===== src/rtl/brisc_pkg.sv =====
// brisc_pkg: shared constants and types for the brisc fetch front-end.
//   XLEN / ILEN   : PC and instruction widths
//   PC_BOOT       : reset fetch address
//   IFQ_DEPTH     : default instruction-queue depth
//   fetch_entry_t : one queued fetch, {pc, instr}
//   sat_inc32     : saturating 32-bit increment used by the perf counters
package brisc_pkg;

  localparam int XLEN      = 32;
  localparam int ILEN      = 32;
  localparam int IFQ_DEPTH = 4;

  localparam logic [XLEN-1:0] PC_BOOT = 32'h0000_1000;

  typedef struct packed {
    logic [XLEN-1:0] pc;
    logic [ILEN-1:0] instr;
  } fetch_entry_t;

  function automatic logic [31:0] sat_inc32(input logic [31:0] v);
    return (&v) ? v : v + 32'd1;
  endfunction

endpackage


===== src/rtl/ifetch_fifo.sv =====
// ifetch_fifo: synchronous circular FIFO holding fetch entries.
//   clk, reset : clock, synchronous active-high reset (control only)
//   flush      : empties the queue; overrides push/pop
//   push/wdata : write wdata at tail
//   pop        : retire head (caller guarantees !empty)
//   rdata      : head entry (contents undefined while empty)
//   full/empty/count : occupancy status
// Simultaneous push and pop is legal when full (count unchanged).
module ifetch_fifo
  import brisc_pkg::*;
#(
  parameter int  DEPTH   = IFQ_DEPTH,
  parameter type entry_t = fetch_entry_t
) (
  input  logic                      clk,
  input  logic                      reset,
  input  logic                      flush,
  input  logic                      push,
  input  logic                      pop,
  input  entry_t                    wdata,
  output entry_t                    rdata,
  output logic                      full,
  output logic                      empty,
  output logic [$clog2(DEPTH):0]    count
);

  localparam int IDX_W = $clog2(DEPTH);
  localparam int CNT_W = IDX_W + 1;

  entry_t             r_mem [DEPTH];
  logic [IDX_W-1:0]   r_head;
  logic [IDX_W-1:0]   r_tail;
  logic [CNT_W-1:0]   r_count;

  // Pointers wrap naturally because DEPTH is a power of two.
  always_ff @(posedge clk) begin
    if (reset || flush) begin
      r_head  <= '0;
      r_tail  <= '0;
      r_count <= '0;
    end else begin
      if (push) r_tail <= r_tail + IDX_W'(1);
      if (pop)  r_head <= r_head + IDX_W'(1);
      case ({push, pop})
        2'b10:   r_count <= r_count + CNT_W'(1);
        2'b01:   r_count <= r_count - CNT_W'(1);
        default: r_count <= r_count;
      endcase
    end
  end

  // Storage is not reset; the occupancy count alone says what is live.
  always_ff @(posedge clk) begin
    if (push && !flush) r_mem[r_tail] <= wdata;
  end

  assign rdata = r_mem[r_head];
  assign count = r_count;
  assign full  = (r_count == CNT_W'(DEPTH));
  assign empty = (r_count == '0);

endmodule


===== src/rtl/ifetch_queue_stage.sv =====
// ifetch_queue_stage: PC generation plus an instruction queue between the
// icache and decode. Fetches sequentially from BOOT_PC on icache hits while
// the queue has room; a redirect flushes the queue and restarts at the target.
//   clk, reset                 : clock, synchronous active-high reset
//   stall_fetch                : hazard hold (freezes PC, blocks push)
//   redirect, redirect_target  : flush + restart (target bits [1:0] ignored)
//   icache_req, icache_addr    : fetch request and PC
//   icache_hit, icache_data    : same-cycle icache response
//   instr_valid/instr/instr_pc : queue head to decode
//   decode_ready               : decode accepts head
//   stall                      : miss indication (req && !hit)
// Optional macro IFETCH_PERF_CNT_EN adds saturating 32-bit counters
//   perf_miss_cycles, perf_flushes, perf_full_cycles.
module ifetch_queue_stage
  import brisc_pkg::*;
#(
  parameter int                    QUEUE_DEPTH = IFQ_DEPTH,
  parameter int                    PC_WIDTH    = XLEN,
  parameter int                    INSTR_WIDTH = ILEN,
  parameter logic [PC_WIDTH-1:0]   BOOT_PC     = PC_WIDTH'(PC_BOOT)
) (
  input  logic                     clk,
  input  logic                     reset,
  input  logic                     stall_fetch,
  input  logic                     redirect,
  input  logic [PC_WIDTH-1:0]      redirect_target,
  output logic                     icache_req,
  output logic [PC_WIDTH-1:0]      icache_addr,
  input  logic                     icache_hit,
  input  logic [INSTR_WIDTH-1:0]   icache_data,
  output logic                     instr_valid,
  output logic [INSTR_WIDTH-1:0]   instr,
  output logic [PC_WIDTH-1:0]      instr_pc,
  input  logic                     decode_ready,
  output logic                     stall
`ifdef IFETCH_PERF_CNT_EN
  ,
  output logic [31:0]              perf_miss_cycles,
  output logic [31:0]              perf_flushes,
  output logic [31:0]              perf_full_cycles
`endif
);

  localparam int CNT_W = $clog2(QUEUE_DEPTH) + 1;

  typedef struct packed {
    logic [PC_WIDTH-1:0]    pc;
    logic [INSTR_WIDTH-1:0] instr;
  } entry_t;

  logic [PC_WIDTH-1:0] r_pc;
  logic                w_push;
  logic                w_pop;
  logic                w_full;
  logic                w_empty;
  logic [CNT_W-1:0]    w_count;
  entry_t              w_wdata;
  entry_t              w_head;
  logic                w_tgt_unused;

  // Word-aligned fetch: the low target bits are dropped on redirect.
  assign w_tgt_unused = ^redirect_target[1:0];

  // A redirect squashes the head in its own cycle, so decode cannot pop it.
  assign instr_valid = !w_empty && !redirect;
  assign w_pop       = instr_valid && decode_ready;
  // A pop frees a slot this cycle, so a full queue can still accept a fetch.
  assign icache_req  = !reset && !redirect && !stall_fetch && (!w_full || w_pop);
  assign w_push      = icache_req && icache_hit;
  assign stall       = icache_req && !icache_hit;
  assign icache_addr = r_pc;

  // Head fields read as zero whenever nothing valid is presented.
  assign instr    = instr_valid ? w_head.instr : '0;
  assign instr_pc = instr_valid ? w_head.pc    : '0;

  assign w_wdata.pc    = r_pc;
  assign w_wdata.instr = icache_data;

  always_ff @(posedge clk) begin
    if (reset) begin
      r_pc <= BOOT_PC;
    end else if (redirect) begin
      r_pc <= {redirect_target[PC_WIDTH-1:2], 2'b00};
    end else if (w_push) begin
      r_pc <= r_pc + PC_WIDTH'(4);
    end
  end

  ifetch_fifo #(
    .DEPTH   (QUEUE_DEPTH),
    .entry_t (entry_t)
  ) u_fifo (
    .clk   (clk),
    .reset (reset),
    .flush (redirect),
    .push  (w_push),
    .pop   (w_pop),
    .wdata (w_wdata),
    .rdata (w_head),
    .full  (w_full),
    .empty (w_empty),
    .count (w_count)
  );

`ifdef IFETCH_PERF_CNT_EN
  logic [31:0] r_perf_miss;
  logic [31:0] r_perf_flush;
  logic [31:0] r_perf_full;

  always_ff @(posedge clk) begin
    if (reset) begin
      r_perf_miss  <= '0;
      r_perf_flush <= '0;
      r_perf_full  <= '0;
    end else begin
      if (stall)                                       r_perf_miss  <= sat_inc32(r_perf_miss);
      if (redirect)                                    r_perf_flush <= sat_inc32(r_perf_flush);
      if ((w_count == CNT_W'(QUEUE_DEPTH)) && !w_pop)  r_perf_full  <= sat_inc32(r_perf_full);
    end
  end

  assign perf_miss_cycles = r_perf_miss;
  assign perf_flushes     = r_perf_flush;
  assign perf_full_cycles = r_perf_full;
`else
  logic w_count_unused;
  assign w_count_unused = ^w_count;
`endif

endmodule


===== config.mk =====
export PLATFORM = sky130hd
export DESIGN_NAME = ifetch_queue_stage
export DESIGN_NICKNAME = d
export VERILOG_FILES = /design/src/rtl/brisc_pkg.sv /design/src/rtl/ifetch_fifo.sv /design/src/rtl/ifetch_queue_stage.sv
export SDC_FILE = /design/constraint.sdc
export NUM_CORES = 1
export LEC_CHECK = 0
export ABC_AREA = 1
export ABC_CLOCK_PERIOD_IN_PS = 7550
export BUFFER_PORTS_ARGS = -buffer_cell sky130_fd_sc_hd__buf_4
export CAP_MARGIN = 20
export CORE_UTILIZATION = 62
export DETAILED_ROUTE_END_ITERATION = 8
export PLACE_DENSITY_LB_ADDON = 0.12
export SYNTH_ARGS = -nofsm -noshare
export SYNTH_HDL_FRONTEND = slang
export SYNTH_SLANG_ARGS = --single-unit

===== constraint.sdc =====
create_clock -name clk -period 7.55 [get_ports clk]
set_input_delay 0.3775 -clock clk [delete_from_list [all_inputs] [get_ports clk]]
set_output_delay 0.3775 -clock clk [all_outputs]
set_load 0.01 [all_outputs]

==> impl_metrics.json <==
{
  "gr-usage-all-layers_pct": 26.44,
  "cp_cell_sequence": "clkinv_2 > buf_4 > o21ai_0 > a21oi_1 > buf_4",
  "hold_start": "icache_data[15]",
  "place_area_sq_um": 13670,
  "synth-async-reset-ratio_pct": 0,
  "drive_gt1_share_pct": 16.97,
  "reg2reg_slack_ns": 4.87,
  "path_max_fanout": 70,
  "row_count": 51,
  "cpLargestDelayFamily": "buffers and inverters",
  "fin_setup_tns_ns": 0,
  "r2r_end": "u_fifo.r_mem[2][18]",
  "slew_headroom_pct": 35.81,
  "grt_max_degree": 89,
  "dr.first_iter.drc_count": 748,
  "hold_buffers": 0,
  "synth-seq-cells": 287,
  "place_hpwl_mm": 15.40,
  "syn-instance-count": 1206,
  "path_clk_slew_ns": 0.06,
  "drv_cap": 0,
  "antenna_found_initial": 0,
  "cts-buffers-inserted": 28,
  "cp.arrival_ns": 3.09,
  "final_common_cell": "nor2_1",
  "design.core.area_sq_um": 19460,
  "final-setup-viol-count": 0,
  "antenna_cells": 0,
  "final_cell_mix": "nor2_1 (307), edfxtp_1 (248), buf_4 (171), nand2_1 (166), o21ai_0 (132)",
  "end_kind": "output pin",
  "cts_setup_buffers": 0,
  "clk-insertion-delay-late_ns": 0.53,
  "vias": 8969,
  "syn2layout_area_growth_pct": 18.68,
  "cts_tree": "done",
  "p_leak_nw": 5.482,
  "power_density_nw_per_um2": 226.1,
  "fin_skew_ns": 0.007983,
  "crit_path_start_kind": "flop",
  "post-route-period-util_pct": 45.94,
  "nets": 1422,
  "netlist.area_leader.share_pct": 60.49,
  "crit_path_frequent_cell": "buf_4",
  "numClockSinks": 287,
  "antenna_left": 0,
  "drc": 0,
  "maxSlewViolCount": 0,
  "cts_resized": 0,
  "fp.dieH_um": 142.9,
  "cts-root-buf": "clkbuf_16",
  "rr_worst_depth": 5,
  "r2r_start": "u_fifo.count[1]",
  "wl_per_cell_um": 16.41,
  "grt_pass1_vias": 8292,
  "yosysSeqAreaShare_pct": 66.83,
  "critPathSlowestCell": "clkinv_2",
  "syn_area_sq_um": 12310,
  "final_util_pct": 75.08,
  "synth_edf_count": 248,
  "start_util_pct": 63.26,
  "io_buffer_count": 162,
  "grt_overflow_total": 0,
  "grt_pass1_wl_mm": 41.59,
  "ys_types": 34,
  "hold_class": "input pin to flop",
  "fin_crit_ns": 3.468,
  "io_pins": 169,
  "place_congestion": 0.8759,
  "worstPathRequired_ns": 7.17,
  "via_per_inst": 5.496,
  "max_stage_delay_ns": 0.66,
  "tightest_slew_ns": 0.9628,
  "ys_top_cells_by_area": "edfxtp_1 (60%), nor2_1 (9.5%), dfxtp_1 (6.3%)",
  "vdd_drop_max_v": 0.0001978,
  "routed_wl_mm": 26.78,
  "clk_path_buf_depth": 3,
  "finalHoldViolations": 0,
  "status": "complete, no violations",
  "power_w": 0.003304,
  "fin_area_sq_um": 14610,
  "holdPathEnd": "u_fifo.r_mem[2][15]",
  "die_width_um": 142.9,
  "fmax_mhz": 288.3,
  "drtPass1Iterations": 4,
  "path_class": "flop to output pin",
  "synthFlopType": "edfxtp_1",
  "path_buf_inv": 3,
  "yosys.area.top_type": "edfxtp_1",
  "avgSynthCellArea_sq_um": 10.21,
  "rsz0062_at_grt": "no",
  "min_path_cells": 1,
  "synth_warnings": 0,
  "die_area_sq_um": 20420,
  "htreeDepth": 1
}
==> report_power, final <==
group	internal [W]	switching [W]	total [W]
sequential	0.00174	0.0000301	0.00177
combinational	0.0000600	0.0000720	0.000132
clock	0.000847	0.000555	0.00140
==> logic make-up after synthesis <==
family / Yosys count / share of synthesized area [%]
simple gates: 531 / 17.00
other cells: 1 / 0.03046
fa+ha+maj: 7 / 0.7723
xor+xnor: 9 / 0.6402
flops: 287 / 66.83
compound gates: 244 / 10.26
buf+inv: 127 / 4.461
==> final cells by class <==
type	count	area, sq um
Timing Repair Buffer	171	1284
Sequential cell	287	8233
Clock inverter	17	187.7
Multi-Input combinational cell	795	3578
Clock buffer	35	758.2
Tap cell	265	331.6
Fill cell	1326	4851
Inverter	62	239.0
==> cells in the mapped netlist (2+ instances only) <==
library cell,number
nor2_1,311
edfxtp_1,248
nand2_1,167
o21ai_0,132
a21oi_1,94
inv_1,56
nand3_1,44
clkbuf_1,39
dfxtp_1,39
buf_2,12
buf_4,6
ha_1,6
xor2_1,5
a21boi_0,4
buf_1,4
buf_6,4
inv_2,4
o21bai_1,4
xnor2_1,4
nand4_1,3
o21ai_1,3
a211oi_1,2
inv_4,2
nor2_2,2
o21a_1,2
==> registers in the layout (all words and copies together) (netlist names), named ones only <==
signal and cells:
icache_addr 30, u_fifo.count 3, u_fifo.r_head 2, u_fifo.r_mem 248, u_fifo.r_tail 2
==> how the worst max path moves through the flow <==
stage | from | end | slack (ns) | cells after the start
2_1_floorplan | redirect | u_fifo.r_mem[0][0] | 3.39 | 7
3_3_place_gp | redirect | u_fifo.r_mem[2][58] | 4.26 | 7
3_5_place_dp | redirect | u_fifo.r_mem[2][62] | 4.21 | 7
4_1_cts | flop | instr_pc[20] | 4.08 | 5
5_1_grt | flop | instr_pc[15] | 3.85 | 5
6_report | flop | instr_pc[20] | 4.08 | 5
==> through the flow <==
| step | setup WS [ns] | std cells | hold WS, ns |
|---|---|---|---|
| 2_1_floorplan | 3.388 | 1209 | 0.4569 |
| 5_1_grt | 3.851 | 1632 | 0.03210 |
| 6_report | 4.082 | 1632 | 0.04328 |
| 3_5_place_dp | 4.211 | 1580 | 0.4742 |
| 4_1_cts | 4.079 | 1632 | 0.03054 |
| 3_3_place_gp | 4.263 | 1580 | 0.4683 |
==> routing by layer <==
| metal | track usage [%] | up-vias | routed length (um) |
|---|---|---|---|
| met2 | 44.98 | 334 | 13170 |
| met5 | 0 | - | 0 |
| met1 | 35.97 | 4215 | 11290 |
| met3 | 3.488 | 37 | 1880 |
| met4 | 6.961 | 0 | 446 |
| li1 | - | 4383 | - |
Note: power is estimated with default switching activity, not from simulation.
